--- src/rtl/instruction_fetch.sv ---
// rtl/instruction_fetch.sv - single-outstanding fetch stage with 2-entry instruction queue
// Optional misaligned-pc fault entries when IFETCH_ALIGN_CHECK_EN is defined.
module instruction_fetch (
   input  logic        clk,
   input  logic        rst,
   input  logic [31:0] pc,
   input  logic        redirect,
   output logic        fetch_stall,
   output logic        imem_req,
   output logic [31:0] imem_addr,
   input  logic        imem_ack,
   input  logic [31:0] imem_rdata,
   output logic        if_valid,
   output logic [31:0] if_instr,
   output logic [31:0] if_pc,
   output logic        if_fault,
   input  logic        id_ready
);

   typedef enum logic [1:0] {IDLE, REQ, DROP} state_t;

   typedef struct packed {
      logic [31:0] pc;
      logic [31:0] instr;
      logic        fault;
   } entry_t;

   state_t      state, state_next;
   logic [1:0]  count, count_after;
   logic [31:0] req_pc;
   entry_t      q [2];
   entry_t      q_n [2];
   logic        push, pop, accept, misaligned, issue, fault_push;
   logic        push_slot, fault_slot;

`ifdef IFETCH_ALIGN_CHECK_EN
   assign misaligned = (pc[1:0] != 2'b00);
`else
   assign misaligned = 1'b0;
`endif

   always_comb begin
      push        = (state == REQ) && imem_ack && !redirect;
      pop         = if_valid && id_ready && !redirect;
      count_after = count + {1'b0, push} - {1'b0, pop};
      accept      = ((state == IDLE) || ((state == REQ) && imem_ack)) &&
                    (count_after < 2'd2) && !redirect;
      issue       = accept && !misaligned;
      fault_push  = accept && misaligned;
      fetch_stall = rst && !accept;
      // A request is only ever issued with room left, so an acked word always fits.
      push_slot   = count[0] ^ pop;
      fault_slot  = count_after[0];
   end

   always_comb begin
      state_next = state;
      case (state)
         IDLE: if (issue) state_next = REQ;
         REQ: begin
            if (redirect)      state_next = imem_ack ? IDLE : DROP;
            else if (imem_ack) state_next = issue ? REQ : IDLE;
         end
         DROP: if (imem_ack) state_next = IDLE;
         default: state_next = IDLE;
      endcase
   end

   always_comb begin
      q_n = q;
      if (pop)        q_n[0] = q[1];
      if (push)       q_n[push_slot] = {req_pc, imem_rdata, 1'b0};
      if (fault_push) q_n[fault_slot] = {pc, 32'h0000_0000, 1'b1};
   end

   always_ff @(posedge clk or negedge rst) begin
      if (!rst) begin
         state     <= IDLE;
         count     <= 2'd0;
         imem_addr <= 32'h0;
         req_pc    <= 32'h0;
         for (int i = 0; i < 2; i++) q[i] <= '0;
      end else begin
         state <= state_next;
         count <= redirect ? 2'd0 : count_after + {1'b0, fault_push};
         q     <= q_n;
         if (issue) begin
            imem_addr <= {pc[31:2], 2'b00};
            req_pc    <= pc;
         end
      end
   end

   // DROP keeps the request up so the memory can finish the abandoned access.
   assign imem_req = (state != IDLE);
   assign if_valid = (count != 2'd0);
   assign if_pc    = q[0].pc;
   assign if_instr = q[0].instr;
   assign if_fault = q[0].fault;

endmodule

--- config.mk ---
export PLATFORM = sky130hd
export DESIGN_NAME = instruction_fetch
export DESIGN_NICKNAME = d
export VERILOG_FILES = /design/src/rtl/instruction_fetch.sv
export SDC_FILE = /design/constraint.sdc
export NUM_CORES = 1
export LEC_CHECK = 0
export BUFFER_PORTS_ARGS = -buffer_cell sky130_fd_sc_hd__buf_2
export CORE_MARGIN = 4
export CORE_UTILIZATION = 60
export CTS_CLUSTER_DIAMETER = 120
export DETAILED_ROUTE_END_ITERATION = 8
export HOLD_SLACK_MARGIN = 0.12
export MAX_ROUTING_LAYER = met4
export PLACE_DENSITY = 0.86
export SLEW_MARGIN = 25
export SYNTH_ARGS = -nofsm -noshare
export SYNTH_HDL_FRONTEND = slang
export SYNTH_SLANG_ARGS = --single-unit
export TNS_END_PERCENT = 30
--- constraint.sdc ---
create_clock -name clk -period 7.68 [get_ports clk]
set_clock_uncertainty 0.05 [all_clocks]
set_input_delay 0.384 -clock clk [delete_from_list [all_inputs] [get_ports clk]]
set_output_delay 0.384 -clock clk [all_outputs]
set_load 0.01 [all_outputs]
Word level (Yosys, flattened, before mapping)
Cells that the tools add are included.
- input bits: 69
- flip-flop bits (word level): 196
- logic and storage cells: 50
- magnitude comparators: 3
- reductions and logical operators: 15
- muxes and demuxes: 13
- equality and inequality tests: 5
- bitwise gates (word level): 2
- add/subtract/negate cells: 2
- operators by type and width (cell ; count):
    $bwmux 130 ; 1
    $mux 130 ; 1
    $mux 65 ; 2
    $demux 65 s1 ; 1
    $mux 2 ; 6
    $logic_and 1x1->1 ; 8
    $pmux 2 s3 ; 1
    $ne 2x2->1 const B ; 2
    $reduce_bool 2->1 ; 2
    $ne 3x3->1 const B ; 1
    $reduce_and 3->1 ; 1
    $add 2x1->2 ; 1
    $eq 2x1->1 const B ; 1
    $eq 2x2->1 const B ; 1
    $ge 2x2->1 const B ; 1
    $logic_not 1->1 ; 2
    $logic_not 2->1 ; 1
    $lt 2x1->1 const B ; 1
    $lt 2x2->1 const B ; 1
    $not 1->2 ; 1
    $sub 2x1->2 ; 1
    $logic_or 1x1->1 ; 1
    $mux 1 ; 1
    $xor 1x1->1 ; 1

Depth between registers and ports, before layout
Gate-level depths: netlist of run 1.
- depth in word-level cells: 12
- depth in mapped cells: 11

Worst setup path before layout of run 1
Ideal clock, no wire load.
- path type: register to output
- start point: register count[0]
- end point: output port fetch_stall
- stages on the path, launching flop included: 12
- arrival: 2.463 ns
- slack: 4.783 ns
- cell sequence: dfrtp_1 -> buf_2 -> o21a_1 -> clkbuf_1 -> xnor2_1 -> nor2_1 -> ha_1 -> xor2_1 -> or4b_1 -> mux2i_4 -> buf_6 -> nor2b_1
- cells in the longest elaborated chain, start to end: 9
- RTL lines (element ; RTL line ; source):
    from (decl) ; 29 ; logic [1:0] count, count_after;
    from (signal assigned) ; 85 ; count <= redirect ? 2'd0 : count_after + {1'b0, fault_push};
    parallel branches: the longest is 3 deep, another holds $add 2x1->2 ; - ;
    $sub 2x1->2 (*) ; 45 ; count_after = count + {1'b0, push} - {1'b0, pop};
    $lt 2x2->1 (*) ; 47 ; (count_after < 2'd2) && !redirect;
    $logic_and 1x1->1 (*) ; 46 ; accept = ((state == IDLE) || ((state == REQ) && imem_ack)) &&
    $logic_and 1x1->1 (*) ; 47 ;
    $logic_not 1->1 (*) ; 50 ; fetch_stall = rst && !accept;
    $logic_and 1x1->1 (*) ; 50 ;
    to (decl) ; 8 ; output logic fetch_stall,
Mark *: on every way between the ends.

Final worst setup path of run 1
Same ends and word-level chain as after synthesis.

==> metrics.txt, run 1 <==
Die Y=around 130 um; commonest non-fill, non-tap cell in the layout=dfrtp_1; vias in the first global route=a little under 6000; Worst EP required=slightly above 7 ns; final setup vio count=0; Setup crit start kind=flip-flop; area leader, netlist=dfrtp_1; Worst-path clk slew=0.06 ns; latest clock arrival within the worst-skew pair=about 0.42 ns; CP arrival=about 4 ns; Post-Synthesis Cells=about 650; Worst path slowest cell=dfrtp_1; port bufs=between 150 and 200; Avg Vias per Cell=roughly 6; Hold Crit Class=in2reg; Filler Cell Count=slightly below 1000; Clock power frac=27.7%; total number of vias=roughly 5400; boundary pin count=between 150 and 200; Placer Congestion=0.796; leak pwr=about 0.0045 uW; Warnings, synthesis=0; TritonCTS clock tree=done; DR iter-0 viols=496; sequential share of power=a little over two fifths; Min Clock Period, post-route=4.42 ns; nets=approximately 790; most frequent cells in the layout=dfrtp_1, buf_2, mux2i_1; starting density of the core=between 60% and 70%; Net Switching=1000 uW; Core ar.=around 14000 sq um; cts repair resizes=0; Congestion Overflow GR=0; fraction of layout cells with a size suffix above 1=about 42%; Rows=43; RSZ-0062 raised after global routing=false; Worst Max-Slew Pin Slew=around 1.1 ns; status=complete, no violations; Comb pwr share=between 20% and 30%; deepest clock path buffer count=2; crit path kind=reg2out; Routed WL=18.1 mm; Detailed Routing Iterations Pass 1=5; Synth Cell Area=8420 sq um; routed len/inst=19.9 um; clk root buf=clkbuf_16; internal power=2190 uW; Power Dens Cells=341 nW/um^2; H-tree depth=4; Sw Ratio=31.4%; flops & latches, synth=166; utilization after layout=~68%; first-pass GRT wire length=29.7 mm; sequential area share after synthesis=between 40% and 50%; CP peak stage delay=1.02 ns; ranking of synthesized cells by area=dfrtp_1, mux2i_1, mux2_2, buf_4, mux2_4; Synth Area per Inst=between 10 and 15 sq um; worst-path cell chain=o21a_1 -> xnor2_1 -> nor2_1 -> ha_1 -> xor2_1 -> or4b_1 -> mux2i_4 -> buf_4 -> nor2b_1 -> buf_2; Setup TNS=0 ns; ANT nets after route=0; die width=126 um; peak supply drop=roughly 0.00024 V; delay-heaviest family, CP=flip-flops; DRC=0; final hold vios=0; CP endpoint kind=output pin; GRT Overall Usage=a little under a quarter; Area Growth Syn to Fin=11.0%; Slew Limit Fails=0; clock sink count=166; DP HPWL=around 11 mm; initial antenna violation count=3; TritonCTS Buffers=17; relative slew slack=between 20% and 30%; Bufs and invs on worst path=2; pin count of the biggest net entering global routing=approximately 90; full die area=~16000 sq um; Period Utilization, post-route=approximately 58%; Yosys top cell area share=around 50%; FMAX=~230 MHz; Max-Cap Viols=0; Cell variety after synth=40; Worst Path Max Fanout=33
==> metrics by stage <==
| step | power (uW) | hold slack (ns) | worst slack, ns | cells | area [sq um] |
|---|---|---|---|---|---|
| after floorplan | 2190 | 0.0384 | 4.78 | 654 | 8420 |
| after global routing | 3370 | 0.125 | 3.04 | 911 | 9350 |
| after detailed placement | 2310 | 0.444 | 3.80 | 870 | 8630 |
| final | 3190 | 0.137 | 3.26 | 911 | 9350 |
| after global placement | 2230 | 0.437 | 3.90 | 870 | 8630 |
| after CTS | 3210 | 0.120 | 3.27 | 906 | 9290 |
==> synthesized netlist by cell type <==
library cell	instances
dfrtp_1	166
mux2i_1	133
buf_4	97
mux2_2	65
mux2_4	29
buf_2	23
nand2_1	21
a221oi_1	19
a22oi_1	19
o22ai_1	19
clkbuf_1	12
nor2_1	5
a21oi_1	4
buf_6	3
nand2b_1	3
nor2b_1	3
nor3_1	3
a21oi_2	2
mux2_1	2
nand3_1	2
o21ai_0	2
or2_2	2
xnor2_1	2
and2_1	1
and3b_1	1
and4bb_1	1
conb_1	1
ha_1	1
inv_1	1
mux2i_4	1
nand3b_1	1
nand4bb_1	1
nor2_2	1
nor3_2	1
nor3b_1	1
nor4bb_1	1
o21a_1	1
o31ai_1	1
or4b_1	1
xor2_1	1
==> what timing repair did <==
item	CTS	global route
endpoints found under the hold margin	91	0
hold buffers	4	0
setup buffers	0	0
==> power by group through the flow <==
stage	clock (uW)	combinational [uW]	sequential [uW]
4_1_cts	899	912	1400
3_5_place_dp	0	900	1410
2_1_floorplan	0	854	1330
6_report	884	902	1400
3_3_place_gp	0	852	1380
5_1_grt	937	985	1440
==> kinds of logic (layout without fill, tap and decap cells) <==
group / Yosys count / after routing / synth area share (%)
mux: 230 / 230 / 30.2
flops: 166 / 166 / 49.3
buf+inv: 136 / 210 / 11.0
compound gates: 67 / 67 / 5.83
simple gates: 49 / 49 / 3.12
xor+xnor: 3 / 3 / 0.312
fa+ha+maj: 1 / 1 / 0.149
other cells: 1 / 5 / 0.0445
==> cell type report <==
type | instances | area (sq um) | share of cell area (%)
diodes | 3 | 7.51 | 0.0803
clock buffers | 22 | 474 | 5.07
clock inverters | 10 | 146 | 1.57
inverters | 1 | 3.75 | 0.0402
multi-input cells | 352 | 3370 | 36.0
flip-flops and latches | 166 | 4150 | 44.5
well taps | 180 | 225 | 2.41
repair buffers | 177 | 966 | 10.3
==> final timing paths <==
kind | from | end | slack, ns | depth (start not counted)
min in group asynchronous | rst | asynchronous set/reset pin | 0.54 | 2
worst max-delay path | count[0]$_DFF_PN0_ | fetch_stall | 3.26 | 10
max in group asynchronous | rst | if_instr[6]$_DFF_PN0_ | 5.87 | 3
worst min register to register | q[0]$_DFFE_PN0N_ | q[0]$_DFFE_PN0N_ | 0.45 | 1
worst max register to register | count[0]$_DFF_PN0_ | req_pc[16]$_DFFE_PN0P_ | 3.82 | 9
worst min-delay path | pc[13] | req_pc[13]$_DFFE_PN0P_ | 0.14 | 2
==> layer usage <==
metal  vias up  track usage (%)  wire length (um)
li1       2389                -                 -
met1      2800             29.7              7570
met2       209             38.0              9010
met3        29             6.11              1270
met4         0             8.20               301
met5         -                -                 0
Power figures use the tool's default switching activity.
==> run 2: changes to the inputs <==
Settings changed: CORE_UTILIZATION 60 to 56, PLACE_DENSITY 0.86 to 0.81.
Clock period 7.68 ns to 4.5 ns, I/O delays scaled along.
==> run 2 against run 1 <==
  * Via count up 2.7%
  * Combinational power up 77%
  * Highest routed layer unchanged
  * Sequential share of layout area fell by 2.8 points
  * Clock-buffer cell count did not move
  * Setup slack worse by 2.2 ns
  * Sequential power is 71% higher
  * Die area increased by 6.7%
==> metrics.txt, run 2 (synthesis results as in run 1) <==
Setup crit start kind=flip-flop (unchanged); most frequent cells in the layout=dfrtp_1, buf_2, mux2i_1 (unchanged); Power Dens Cells=544 nW/um^2 (was 341 nW/um^2); Period Utilization, post-route=around three quarters; Worst-path clk slew=0.06 ns (about the same); met3 wire len=1.13 mm (was 1.27 mm); first-pass GRT wire length=30.3 mm (was 29.7 mm); Antenna diodes=0 (was 3); Register-to-Register Path Depth=9 (unchanged); RSZ-0062 raised after global routing=false (unchanged); clock sink count=166 (unchanged); final hold vios=0 (unchanged); starting density of the core=57.5% (was 60.9%); Routed WL=18.8 mm (was 18.1 mm); initial antenna violation count=0 (was 3); DRC=0 (unchanged); DP HPWL=11.3 mm (was 11.1 mm); met2 WL=9.32 mm (was 9.01 mm); dpl cell area=8670 sq um (was 8630 sq um); Worst EP required=4.22 ns (was 7.25 ns); die width=131 um (was 126 um); hold_buf cts=67 (was 4); TritonCTS Buffers=17 (unchanged); CP endpoint kind=output pin (unchanged); Rows=44 (was 43); full die area=17100 sq um (was 16000 sq um); H-tree depth=4 (unchanged); post-route design area=9970 sq um (was 9350 sq um); Placer Congestion=0.745 (was 0.796); Min Clock Period, post-route=approximately 3.4 ns; TritonCTS clock tree=done (unchanged); GRT Overall Usage=23.2% (was 23.8%); Setup TNS=0 ns (unchanged); commonest non-fill, non-tap cell in the layout=dfrtp_1 (unchanged); cts repair resizes=0 (unchanged); status=complete, no violations (unchanged); Congestion Overflow GR=0 (unchanged); Avg Vias per Cell=5.70 (was 5.96); clk root buf=clkbuf_16 (unchanged); routed len/inst=19.2 um (was 19.9 um); post-CTS setup buffers=0 (unchanged); Detailed Routing Iterations Pass 1=5 (unchanged); fraction of layout cells with a size suffix above 1=38.8% (was 42.3%); CP arrival=3.15 ns (was 3.99 ns); Max-Cap Viols=0 (unchanged); Die Y=131 um (was 126 um); peak supply drop=0.000354 V (was 0.000236 V); boundary pin count=169 (unchanged); latest clock arrival within the worst-skew pair=0.42 ns (about the same); DR iter-0 viols=420 (was 496); crit path kind=reg2out (unchanged); port bufs=166 (unchanged); leak pwr=0.00477 uW (was 0.00450 uW); nets=851 (was 785); final setup vio count=0 (unchanged); Worst Path Max Fanout=21 (was 33); vias in the first global route=5981 (was 5795); Area Growth Syn to Fin=18.4% (was 11.0%); ANT nets after route=0 (unchanged); Core ar.=14600 sq um (was 13800 sq um); Post-Route M1 WL=8.06 mm (was 7.57 mm); hold depth=4 (was 2); Hold Crit Class=in2reg (unchanged); relative slew slack=33.5% (was 29.8%); Slew Limit Fails=0 (unchanged); pin count of the biggest net entering global routing=110 (was 91); Worst Max-Slew Pin Slew=0.998 ns (was 1.05 ns); FMAX=between 200 and 300 MHz; Filler Cell Count=1034 (was 972); deepest clock path buffer count=2 (unchanged); Max Used Layer=met4 (unchanged); hold slack=0.296 ns (was 0.137 ns); total number of vias=5572 (was 5427)
==> run 2: cell count changes in the layout (fill, tap and decap cells not counted), sizes merged <==
cell	change
clkbuf	+1
dlygate4sd3	+63
diode	-3
buf	+2
clkinvlp	-1
==> run 2: final cells by class <==
type	instances	area (sq um)	share of cell area, %
flip-flops and latches	166	4150	41.7
multi-input cells	352	3370	33.8
inverters	1	3.75	0.0377
clock buffers	22	454	4.56
well taps	184	230	2.31
repair buffers	243	1630	16.4
clock inverters	9	128	1.28
==> run 2: per-layer routing <==
layer	GRT usage, %	vias up
met1	28.8	2825
li1	-	2519
met2	37.6	205
met4	8.77	0
met3	4.96	23
met5	-	-
==> run 2: power by group <==
| part | internal [uW] | total [uW] | leakage [uW] | switching [uW] |
|---|---|---|---|---|
| Combinational | 844 | 1600 | 0.00237 | 753 |
| Clock | 882 | 1440 | 0.000288 | 559 |
| Sequential | 2010 | 2390 | 0.00211 | 374 |
| Total | 3740 | 5420 | 0.00477 | 1690 |
==> run 2: worst paths after layout <==
check | startpoint | end | slack, ns
max | count[1]$_DFF_PN0_ | fetch_stall | 1.08
min | id_ready | if_fault$_DFF_PN0_ | 0.30
max reg2reg | count[1]$_DFF_PN0_ | req_pc[15]$_DFFE_PN0P_ | 1.50
min reg2reg | flip-flop | flip-flop | 0.45
max in group asynchronous | rst | if_instr[25]$_DFF_PN0_ | 2.66
min in group asynchronous | rst | asynchronous set/reset pin | 0.37
==> run 2: per-stage QoR <==
stage                     power [uW]  cells  util, %  setup WS, ns
after floorplan                 3740    654        -          1.64
after detailed placement        3940    877     59.2          1.52
final                           5420    977     68.1          1.08
after global placement          3820    877     59.2          1.57
after global routing            5730    977     68.1         0.876
after CTS                       5450    975     67.7          1.08
==> run 2: critical path, cell delays in order (launching register included) <==
cell and delay, ns:
dfrtp_1 0.42, o21a_1 0.30, xnor2_1 0.19, nor2_1 0.06
ha_1 0.19, xor2_1 0.20, or4b_1 0.55, mux2i_4 0.16
buf_4 0.38, nor2b_1 0.10, buf_2 0.16
==> run 3: changes to the inputs <==
Clock period 4.5 ns to 3.6 ns, I/O delays scaled along.
==> run 3 against run 2 <==
  * Final area increased by 1.3%
  * Sequential share of layout area shrank 0.53 points
  * Setup slack got worse by 0.83 ns
  * Sequential cell count unchanged
  * Sequential power rose by 25%
  * Clock power rose by 41%
  * Non-clock buffer count is 1 higher
  * Wire length increased by 1.3%
  * Worst hold slack lost 0.056 ns
  * Die area unchanged
  * Highest routed layer unchanged
==> metrics.txt, run 3 (synthesis results as in run 1) <==
DRC=0 (unchanged); Detailed Routing Iterations Pass 1=4 (was 5); fraction of layout cells with a size suffix above 1=39.2% (was 38.8%); clock sink count=166 (unchanged); relative slew slack=34.2% (was 33.5%); peak supply drop=0.000433 V (was 0.000354 V); Min Clock Period, post-route=around 3.4 ns; GRT met3 Usage=5.04% (was 4.96%); RSZ-0062 raised after global routing=false (unchanged); port bufs=166 (unchanged); Core ar.=14600 sq um (unchanged); worst-path cell chain=o21a_1 -> xnor2_1 -> nor2_1 -> ha_1 -> xor2_1 -> or4b_1 -> mux2i_4 -> buf_12 -> nor2b_1 -> buf_2 (was o21a_1 -> xnor2_1 -> nor2_1 -> ha_1 -> xor2_1 -> or4b_1 -> mux2i_4 -> buf_4 -> nor2b_1 -> buf_2); Setup TNS=0 ns (unchanged); initial antenna violation count=0 (unchanged); Worst-path clk slew=0.06 ns (about the same); Worst Max-Slew Pin Slew=0.987 ns (was 0.998 ns); most frequent cells in the layout=dfrtp_1, buf_2, mux2i_1 (unchanged); delay-heaviest family, CP=simple AND/OR/NAND/NOR gates (unchanged); Setup crit start kind=flip-flop (unchanged); M1 GR Usage=28.5% (was 28.8%); latest clock arrival within the worst-skew pair=0.42 ns (about the same); TritonCTS Buffers=17 (unchanged); TritonCTS clock tree=done (unchanged); total chip power=7020 uW (was 5420 uW); grt peak-use layer=met2 (unchanged); Hold Crit Class=in2reg (unchanged); Routed WL=19.0 mm (was 18.8 mm); Placer Congestion=0.817 (was 0.745); Power Dens Cells=695 nW/um^2 (was 544 nW/um^2); Period Utilization, post-route=93.2%; H-tree depth=4 (unchanged); Filler Cell Count=1005 (was 1034); CP endpoint kind=output pin (unchanged); FMAX=a little under 300 MHz; full die area=17100 sq um (unchanged); Worst path slowest cell=or4b_1 (unchanged); starting density of the core=57.5% (unchanged); crit path kind=reg2out (unchanged); first-pass GRT wire length=30.3 mm (about the same); GRT Overall Usage=23.3% (was 23.2%); boundary pin count=169 (unchanged); Area Growth Syn to Fin=19.9% (was 18.4%); Avg Vias per Cell=5.75 (was 5.70); hold slack=0.240 ns (was 0.296 ns); leak pwr=0.00483 uW (was 0.00477 uW); final setup vio count=0 (unchanged); Bufs and invs on worst path=2 (unchanged); setup slack at placement=0.663 ns (was 1.52 ns); routed len/inst=19.4 um (was 19.2 um); Rows=44 (unchanged); CP arrival=3.13 ns (was 3.15 ns); ANT nets after route=0 (unchanged); Max-Cap Viols=0 (unchanged); post-CTS setup buffers=0 (unchanged); vias in the first global route=5997 (was 5981); DP HPWL=11.4 mm (was 11.3 mm); status=complete, no violations (unchanged); total number of vias=5628 (was 5572); Worst EP required=3.37 ns (was 4.22 ns); deepest clock path buffer count=2 (unchanged); nets=852 (was 851); final hold vios=0 (unchanged); Die Y=131 um (unchanged); DR iter-0 viols=361 (was 420); commonest non-fill, non-tap cell in the layout=dfrtp_1 (unchanged); Antenna diodes=0 (unchanged); GR Layer Usage met2=38.6% (was 37.6%); Worst Path Max Fanout=33 (was 21); clk root buf=clkbuf_16 (unchanged); Final WS setup=0.244 ns (was 1.08 ns); die width=131 um (unchanged); Slew Limit Fails=0 (unchanged); pin count of the biggest net entering global routing=85 (was 110); Congestion Overflow GR=0 (unchanged); CP peak stage delay=0.55 ns (about the same)
[run 3: cell count changes in the layout (fill, tap and decap cells not counted), moves of 2 or more]
cell,change
inv_6,+2
bufinv_16,+2
clkbuf_1,-3
buf_4,-2
buf_12,+2
clkinv_2,-2
[run 3: path summary, 6_finish.rpt]
| check | from | end | slack, ns | cells past startpoint |
|---|---|---|---|---|
| max in group asynchronous | rst | if_instr[4]$_DFF_PN0_ | 2.23 | 3 |
| worst min register to register | flip-flop | flip-flop | 0.46 | 1 |
| worst max-delay path | count[1]$_DFF_PN0_ | fetch_stall | 0.24 | 10 |
| worst max register to register | count[1]$_DFF_PN0_ | req_pc[16]$_DFFE_PN0P_ | 0.58 | 9 |
| worst min-delay path | id_ready | if_fault$_DFF_PN0_ | 0.24 | 4 |
| min in group asynchronous | rst | if_pc[7]$_DFF_PN0_ | 0.31 | 2 |
[run 3: area by class of cell]
type	instances	area, sq um	share of cell area (%)
repair buffers	244	1660	16.5
clock inverters	11	194	1.92
clock buffers	21	470	4.66
inverters	1	3.75	0.0372
well taps	184	230	2.28
multi-input cells	352	3380	33.5
flip-flops and latches	166	4150	41.1
[run 3: repair_timing]
item	CTS	global route
endpoints found under the hold margin	182	0
resized for setup	0	0
hold buffers	68	0
[run 3: power breakdown]
| part | total, uW | internal [uW] | switching [uW] |
|---|---|---|---|
| logic | 2000 | 1060 | 940 |
| clock network | 2030 | 1290 | 736 |
| registers | 2990 | 2510 | 476 |
| total | 7020 | 4870 | 2150 |
[run 3: worst min-delay path, stage by stage]
cell and delay (ns):
buf_2 0.12, nand2b_1 0.07, a21oi_1 0.13, a21oi_1 0.17
[run 3: metrics by stage]
stage	cell area, sq um	cells	util (%)
floorplan	8420	654	-
global placement	8710	878	59.5
detailed placement	8720	878	59.5
CTS	10100	978	68.7
global route	10100	979	68.9
finish	10100	979	68.9
[run 3: routing by layer]
| metal | wire length (um) | part of all wire, % |
|---|---|---|
| met1 | 7940 | 42 |
| met4 | 303 | 1.6 |
| met5 | 0 | 0 |
| met3 | 1140 | 6.0 |
| met2 | 9630 | 51 |
